**src/rtl/cpu_pkg.sv**
```systemverilog
// cpu_pkg: shared instruction-format types and constants for the core front end.
// Ports: none (package). Provides instr_t, INSTR_W, OPC_ALU and a field helper.
// Imported by fetch_fifo and fetch_stage.
package cpu_pkg;

  // Instruction word width on the fetch/decode path.
  localparam int INSTR_W = 16;

  // ALU-class opcode.
  localparam logic [3:0] OPC_ALU = 4'h1;

  // 16-bit instruction, rs1 in the most significant nibble.
  typedef struct packed {
    logic [3:0] rs1;
    logic [3:0] rs2;
    logic [3:0] rd;
    logic [3:0] opcode;
  } instr_t;

  // Reinterpret a raw ROM word as an instruction.
  function automatic instr_t to_instr(input logic [INSTR_W-1:0] raw);
    return instr_t'(raw);
  endfunction

endpackage

```
**src/rtl/fetch_fifo.sv**
```systemverilog
// fetch_fifo: DEPTH-entry circular buffer holding {instruction, pc} fetch entries.
// Ports: clk/rst (sync, active-high), flush, push + push_data, pop, head_data, count.
// head_data reads as zero while empty; push and pop may coincide at any occupancy.
module fetch_fifo #(
  parameter int DEPTH = 4,
  parameter int W     = 24
) (
  input  logic                     clk,
  input  logic                     rst,
  input  logic                     flush,
  input  logic                     push,
  input  logic [W-1:0]             push_data,
  input  logic                     pop,
  output logic [W-1:0]             head_data,
  output logic [$clog2(DEPTH):0]   count
);

  localparam int AW = $clog2(DEPTH);
  localparam logic [AW:0] FULL_CNT = (AW+1)'(DEPTH);

  logic [W-1:0]  mem [DEPTH];
  logic [AW-1:0] wr_ptr;
  logic [AW-1:0] rd_ptr;
  logic [AW:0]   count_q;

  logic empty;
  logic full;
  logic do_push;
  logic do_pop;

  assign empty = (count_q == '0);
  assign full  = (count_q == FULL_CNT);

  // A pop frees the head slot in the same cycle, so a push into a full
  // buffer is accepted when it coincides with a pop.
  assign do_pop  = pop && !empty;
  assign do_push = push && (!full || do_pop);

  // Pointers wrap naturally because DEPTH is a power of two.
  always_ff @(posedge clk) begin
    if (rst || flush) begin
      wr_ptr  <= '0;
      rd_ptr  <= '0;
      count_q <= '0;
    end else begin
      if (do_push) begin
        wr_ptr <= wr_ptr + AW'(1);
      end
      if (do_pop) begin
        rd_ptr <= rd_ptr + AW'(1);
      end
      count_q <= count_q + (AW+1)'(do_push) - (AW+1)'(do_pop);
    end
  end

  // Storage carries no reset; emptiness is tracked by count_q alone.
  always_ff @(posedge clk) begin
    if (do_push && !rst && !flush) begin
      mem[wr_ptr] <= push_data;
    end
  end

  always_ff @(posedge clk) begin
    if (!rst && !flush) begin
      assert (!(push && full && !pop))
        else $error("fetch_fifo: push into full buffer");
    end
  end

  assign head_data = empty ? '0 : mem[rd_ptr];
  assign count     = count_q;

endmodule

```
**src/rtl/fetch_stage.sv**
```systemverilog
// fetch_stage: owns the fetch PC, issues one ROM read per cycle under a credit
// check, buffers responses in fetch_fifo and hands them to decode (valid/ready).
// Ports: clk, rst (sync, active-high); imem_req/imem_addr/imem_rdata (ROM, 1-cycle
// read); redirect_valid/redirect_pc (flush and restart); dec_valid/dec_ready/
// dec_instr/dec_pc (decode handshake); pc_q (next PC to fetch).
// Optional build macro FETCH_PERF_CNT_EN adds saturating perf_fetched/perf_stall.
module fetch_stage
  import cpu_pkg::*;
#(
  parameter int PC_W  = 8,
  parameter int DEPTH = 4
) (
  input  logic               clk,
  input  logic               rst,
  output logic               imem_req,
  output logic [PC_W-1:0]    imem_addr,
  input  logic [INSTR_W-1:0] imem_rdata,
  input  logic               redirect_valid,
  input  logic [PC_W-1:0]    redirect_pc,
  output logic               dec_valid,
  input  logic               dec_ready,
  output logic [INSTR_W-1:0] dec_instr,
  output logic [PC_W-1:0]    dec_pc,
  output logic [PC_W-1:0]    pc_q
`ifdef FETCH_PERF_CNT_EN
  ,
  output logic [31:0]        perf_fetched,
  output logic [31:0]        perf_stall
`endif
);

  localparam int CNT_W   = $clog2(DEPTH) + 1;
  localparam int ENTRY_W = INSTR_W + PC_W;
  localparam logic [CNT_W-1:0] DEPTH_CNT = CNT_W'(DEPTH);

  // Read issued last cycle and still wanted; its data is on imem_rdata now.
  logic              pending_q;
  logic [PC_W-1:0]   pending_pc_q;

  logic [CNT_W-1:0]  count;
  logic [CNT_W-1:0]  occupancy;
  logic              credit;
  logic              req;
  logic              push;
  logic              pop;

  instr_t            rsp_instr;
  instr_t            head_instr;
  logic [ENTRY_W-1:0] push_data;
  logic [ENTRY_W-1:0] head_data;

  // An in-flight read already owns a slot, so it counts against capacity.
  assign occupancy = count + CNT_W'(pending_q);
  assign credit    = (occupancy < DEPTH_CNT);
  assign req       = !rst && !redirect_valid && credit;

  assign imem_req  = req;
  assign imem_addr = pc_q;

  // A redirect discards the response that lands in the same cycle.
  assign push      = pending_q && !redirect_valid;
  assign pop       = dec_valid && dec_ready;

  assign rsp_instr = to_instr(imem_rdata);
  assign push_data = {rsp_instr, pending_pc_q};

  fetch_fifo #(
    .DEPTH (DEPTH),
    .W     (ENTRY_W)
  ) u_fifo (
    .clk       (clk),
    .rst       (rst),
    .flush     (redirect_valid),
    .push      (push),
    .push_data (push_data),
    .pop       (pop),
    .head_data (head_data),
    .count     (count)
  );

  assign {head_instr, dec_pc} = head_data;
  assign dec_instr = head_instr;
  assign dec_valid = (count != '0);

  // PC and in-flight read tracking; redirect overrides normal issue.
  always_ff @(posedge clk) begin
    if (rst) begin
      pc_q         <= '0;
      pending_q    <= 1'b0;
      pending_pc_q <= '0;
    end else if (redirect_valid) begin
      pc_q      <= redirect_pc;
      pending_q <= 1'b0;
    end else begin
      pending_q <= req;
      if (req) begin
        pc_q         <= pc_q + PC_W'(1);
        pending_pc_q <= pc_q;
      end
    end
  end

`ifdef FETCH_PERF_CNT_EN
  // A stall is a cycle where only the credit check blocked the request.
  logic stall;
  assign stall = !rst && !redirect_valid && !credit;

  always_ff @(posedge clk) begin
    if (rst) begin
      perf_fetched <= '0;
      perf_stall   <= '0;
    end else begin
      if (push && (perf_fetched != '1)) begin
        perf_fetched <= perf_fetched + 32'd1;
      end
      if (stall && (perf_stall != '1)) begin
        perf_stall <= perf_stall + 32'd1;
      end
    end
  end
`endif

endmodule
```
**config.mk**
```make
export PLATFORM = sky130hd
export DESIGN_NAME = fetch_stage
export DESIGN_NICKNAME = d
export VERILOG_FILES = /design/src/rtl/cpu_pkg.sv /design/src/rtl/fetch_fifo.sv /design/src/rtl/fetch_stage.sv
export SDC_FILE = /design/constraint.sdc
export NUM_CORES = 1
export LEC_CHECK = 0
export BUFFER_PORTS_ARGS = -buffer_cell sky130_fd_sc_hd__buf_2
export CAP_MARGIN = 25
export CORE_ASPECT_RATIO = 0.9
export CORE_UTILIZATION = 50
export CTS_BUF_LIST = sky130_fd_sc_hd__clkbuf_16
export DETAILED_ROUTE_END_ITERATION = 8
export PLACE_DENSITY = 0.7
export SLEW_MARGIN = 0
export SYNTH_ARGS = -nofsm -noshare
export SYNTH_HDL_FRONTEND = slang
export SYNTH_SLANG_ARGS = --single-unit
```
**constraint.sdc**
```tcl
create_clock -name clk -period 5.6 [get_ports clk]
set_clock_uncertainty 0.2 [all_clocks]
set_input_delay 1.68 -clock clk [delete_from_list [all_inputs] [get_ports clk]]
set_output_delay 1.68 -clock clk [all_outputs]
set_load 0.02 [all_outputs]
```
==> flow_metrics.py <==
metrics = {
    "synthesis": {
        "ys_warn_count": 0,
        "ys_types": 38,
        "syn_area_um2": 4937,
        "seq_area_frac_synth": 0.6893,
        "postSynthAreaPerCell_um2": 16.35,
        "yosys_register_bits": 122,
        "synth_nets": 338,
        "syn_inst": 302,
    },
    "sta": {
        "setup_tns_ps": 0,
        "slew_violations": 0,
        "setup_violations": 0,
        "hold_viol_final": 0,
        "slew_headroom": 0.4149,
        "min_period_over_period": 0.8412,
        "min_period_ps": 4711,
        "fmax_mhz": 212.3,
        "tightest_slew_ps": 877.7,
        "rsz0062_at_grt": "false",
    },
    "global_routing": {
        "grt_max_degree": 28,
        "grt-ovfl-total": 0,
        "grt_pass1_wl_mm": 14.08,
        "antenna_found_initial": 0,
        "grt_pass1_vias": 2749,
        "grt_usage": 0.1900,
    },
    "floorplan": {
        "num_rows": 34,
        "dieArea_um2": 10280,
        "core-area_um2": 9614,
        "die_w_um": 106.7,
        "die_height_um": 96.27,
        "io_pins": 70,
        "initial_core_util": 0.5135,
    },
    "placed_design": {
        "port_buffers": 69,
        "place.gp.congestion": 0.8145,
        "hpwl_mm": 5.171,
        "dp.cells": 479,
    },
    "detailed_routing": {
        "drc": 0,
        "wirelength_mm": 8.799,
        "postRouteAntennaNets": 0,
        "vias": 2716,
        "dr.pass1.iters": 4,
        "vias_per_cell": 5.315,
        "wl_per_cell_um": 17.22,
        "drtIter0Drc": 108,
    },
    "critical_path": {
        "critPathMaxFanout": 23,
        "arrival_ps": 2830,
        "start_kind": "input port",
        "critical_path_required_ps": 3720,
        "end_kind": "output pin",
        "critical_path_class": "input port to output pin",
    },
    "finish": {
        "drive_above_1_share": 0.3532,
        "final_common_cell": "edfxtp_1",
        "final_nets": 408,
        "fin_cells": 511,
        "final_cell_mix": "edfxtp_1 (96), buf_2 (69), and2_1 (31)",
        "antenna_cells": 0,
        "area_growth_pct": 20.98,
        "n_fill_cell": 727,
    },
    "pwr": {
        "finalPower_w": 0.002280,
        "cellPowerDensity_nw_per_um2": 381.8,
        "p_comb_frac": 0.053,
        "p_switching_w": 0.0004926,
        "worst_ir_drop_vdd_mv": 0.2090,
        "internal-power_w": 0.001788,
        "leakage_nw": 2.190,
        "switching_share": 0.2160,
        "seq_power_share": 0.440,
        "clkPwrFrac": 0.508,
    },
    "cts": {
        "clk_path_buf_depth": 2,
        "htreeDepth": 4,
        "clockRootBuffer": "clkbuf_16",
        "cts_tree": "yes",
        "cts_buffers": 17,
        "post_cts_buffers": 0,
        "holdBufCountCts": 0,
        "cts_resized": 0,
        "clock-sinks": 122,
        "insertion_delay_ps": 400,
        "clk_pin_slew_ps": 50,
    },
    "worst_hold_path": {
        "hp-class": "flop to flop",
    },
    "job": {
        "cap_violations": 0,
    },
    "outcome": {
        "status": "finished, final reports clean",
    },
}
## Yosys cell counts
cell	n	area share
edfxtp_1	96	0.58
buf_2	5	0.0051
a22oi_1	1	0.0015
fa_1	1	0.0041
ha_1	7	0.018
a21o_4	1	0.0030
nand4_1	3	0.0038
inv_1	10	0.0076
nand2_1	18	0.014
and4_1	1	0.0018
a221o_1	2	0.0041
a32oi_1	3	0.0053
dfxtp_1	26	0.11
o21ai_0	1	0.0010
o21a_1	2	0.0030
nor2_1	10	0.0076
xor2_1	2	0.0035
mux4_2	24	0.11
nand3b_1	4	0.0061
o31a_1	1	0.0018
nand3_1	3	0.0030
and2_1	31	0.039
a21oi_1	11	0.011
nor2b_1	1	0.0013
buf_4	9	0.014
nor3b_1	1	0.0015
nor3_1	2	0.0020
buf_1	1	0.00076
a31o_2	1	0.0018
clkbuf_1	6	0.0046
buf_6	3	0.0068
or2_1	1	0.0013
or3_1	4	0.0051
a31oi_1	3	0.0038
xnor2_1	4	0.0071
mux2i_1	1	0.0020
o41ai_2	1	0.0033
a21bo_2	1	0.0020
## power by group through the flow
stage	Clock, W	Combinational, W	Sequential, W
floorplan	0	0.0000826	0.00102
global placement	0	0.000119	0.00102
detailed placement	0	0.000121	0.00102
CTS	0.00117	0.000122	0.00100
global route	0.00122	0.000132	0.00101
finish	0.00116	0.000120	0.00100
## per-layer routing
metal  up-vias  global-route usage  routed length [um]
met5         -                   0                   0
met4         0             0.06164                  89
met3        10             0.06161                 480
met2        84              0.3177                4337
met1      1340              0.2365                3892
li1       1282                   -                   -
## state kept, by name, indices dropped and copies added (netlist names), named ones only
name / count
u_fifo.count: 3
u_fifo.mem: 96
u_fifo.rd_ptr: 2
pending_q: 1
u_fifo.wr_ptr: 2
imem_addr: 8
pending_pc_q: 8
## critical path: stages
cell and delay [ps]:
buf_2 280, or2_1 340, a21o_4 280, inv_1 80
buf_2 160
## cell type report
class | count | area, um2 | share of cell area
Sequential cell | 122 | 3405 | 0.5700
Timing Repair Buffer | 75 | 390.4 | 0.06535
Multi-Input combinational cell | 146 | 1344 | 0.2250
Clock inverter | 15 | 214.0 | 0.03582
Clock buffer | 17 | 425.4 | 0.07122
Inverter | 10 | 37.54 | 0.006284
Tap cell | 126 | 157.7 | 0.02639
## cells by family after synthesis
group	share of synthesized area
flip-flops	0.6893
AND/OR/NAND/NOR	0.08642
buffers and inverters	0.03852
AO/OA/AOI/OAI	0.04181
multiplexers	0.1115
adder cells (fa/ha/maj)	0.02179
XOR/XNOR	0.01064
## metrics by stage
| step | area (um2) | setup WS, ps | util | hold WS [ps] |
|---|---|---|---|---|
| final | 5973 | 889.3 | 0.6213 | 305.2 |
| after global routing | 5973 | 797.1 | 0.6213 | 325.6 |
| after CTS | 5973 | 883.2 | 0.6213 | 304.1 |
| after detailed placement | 5334 | 890.6 | 0.5548 | 293.8 |
| after global placement | 5334 | 931.5 | 0.5548 | 285.6 |
| after floorplan | 4937 | 1111 | - | 260.0 |
## path summary, 6_finish.rpt
| path | endpoint | start | cells after the start | slack [ps] |
|---|---|---|---|---|
| setup / recovery | imem_req | rst | 5 | 890 |
| hold / removal | pending_pc_q[0] | pending_pc_q[0] | 2 | 310 |
| setup reg to reg | u_fifo.count[2] | u_fifo.count[1] | 10 | 2570 |
| hold reg to reg | pending_pc_q[0] | pending_pc_q[0] | 2 | 310 |
Note: power is estimated with default switching activity, not from simulation.
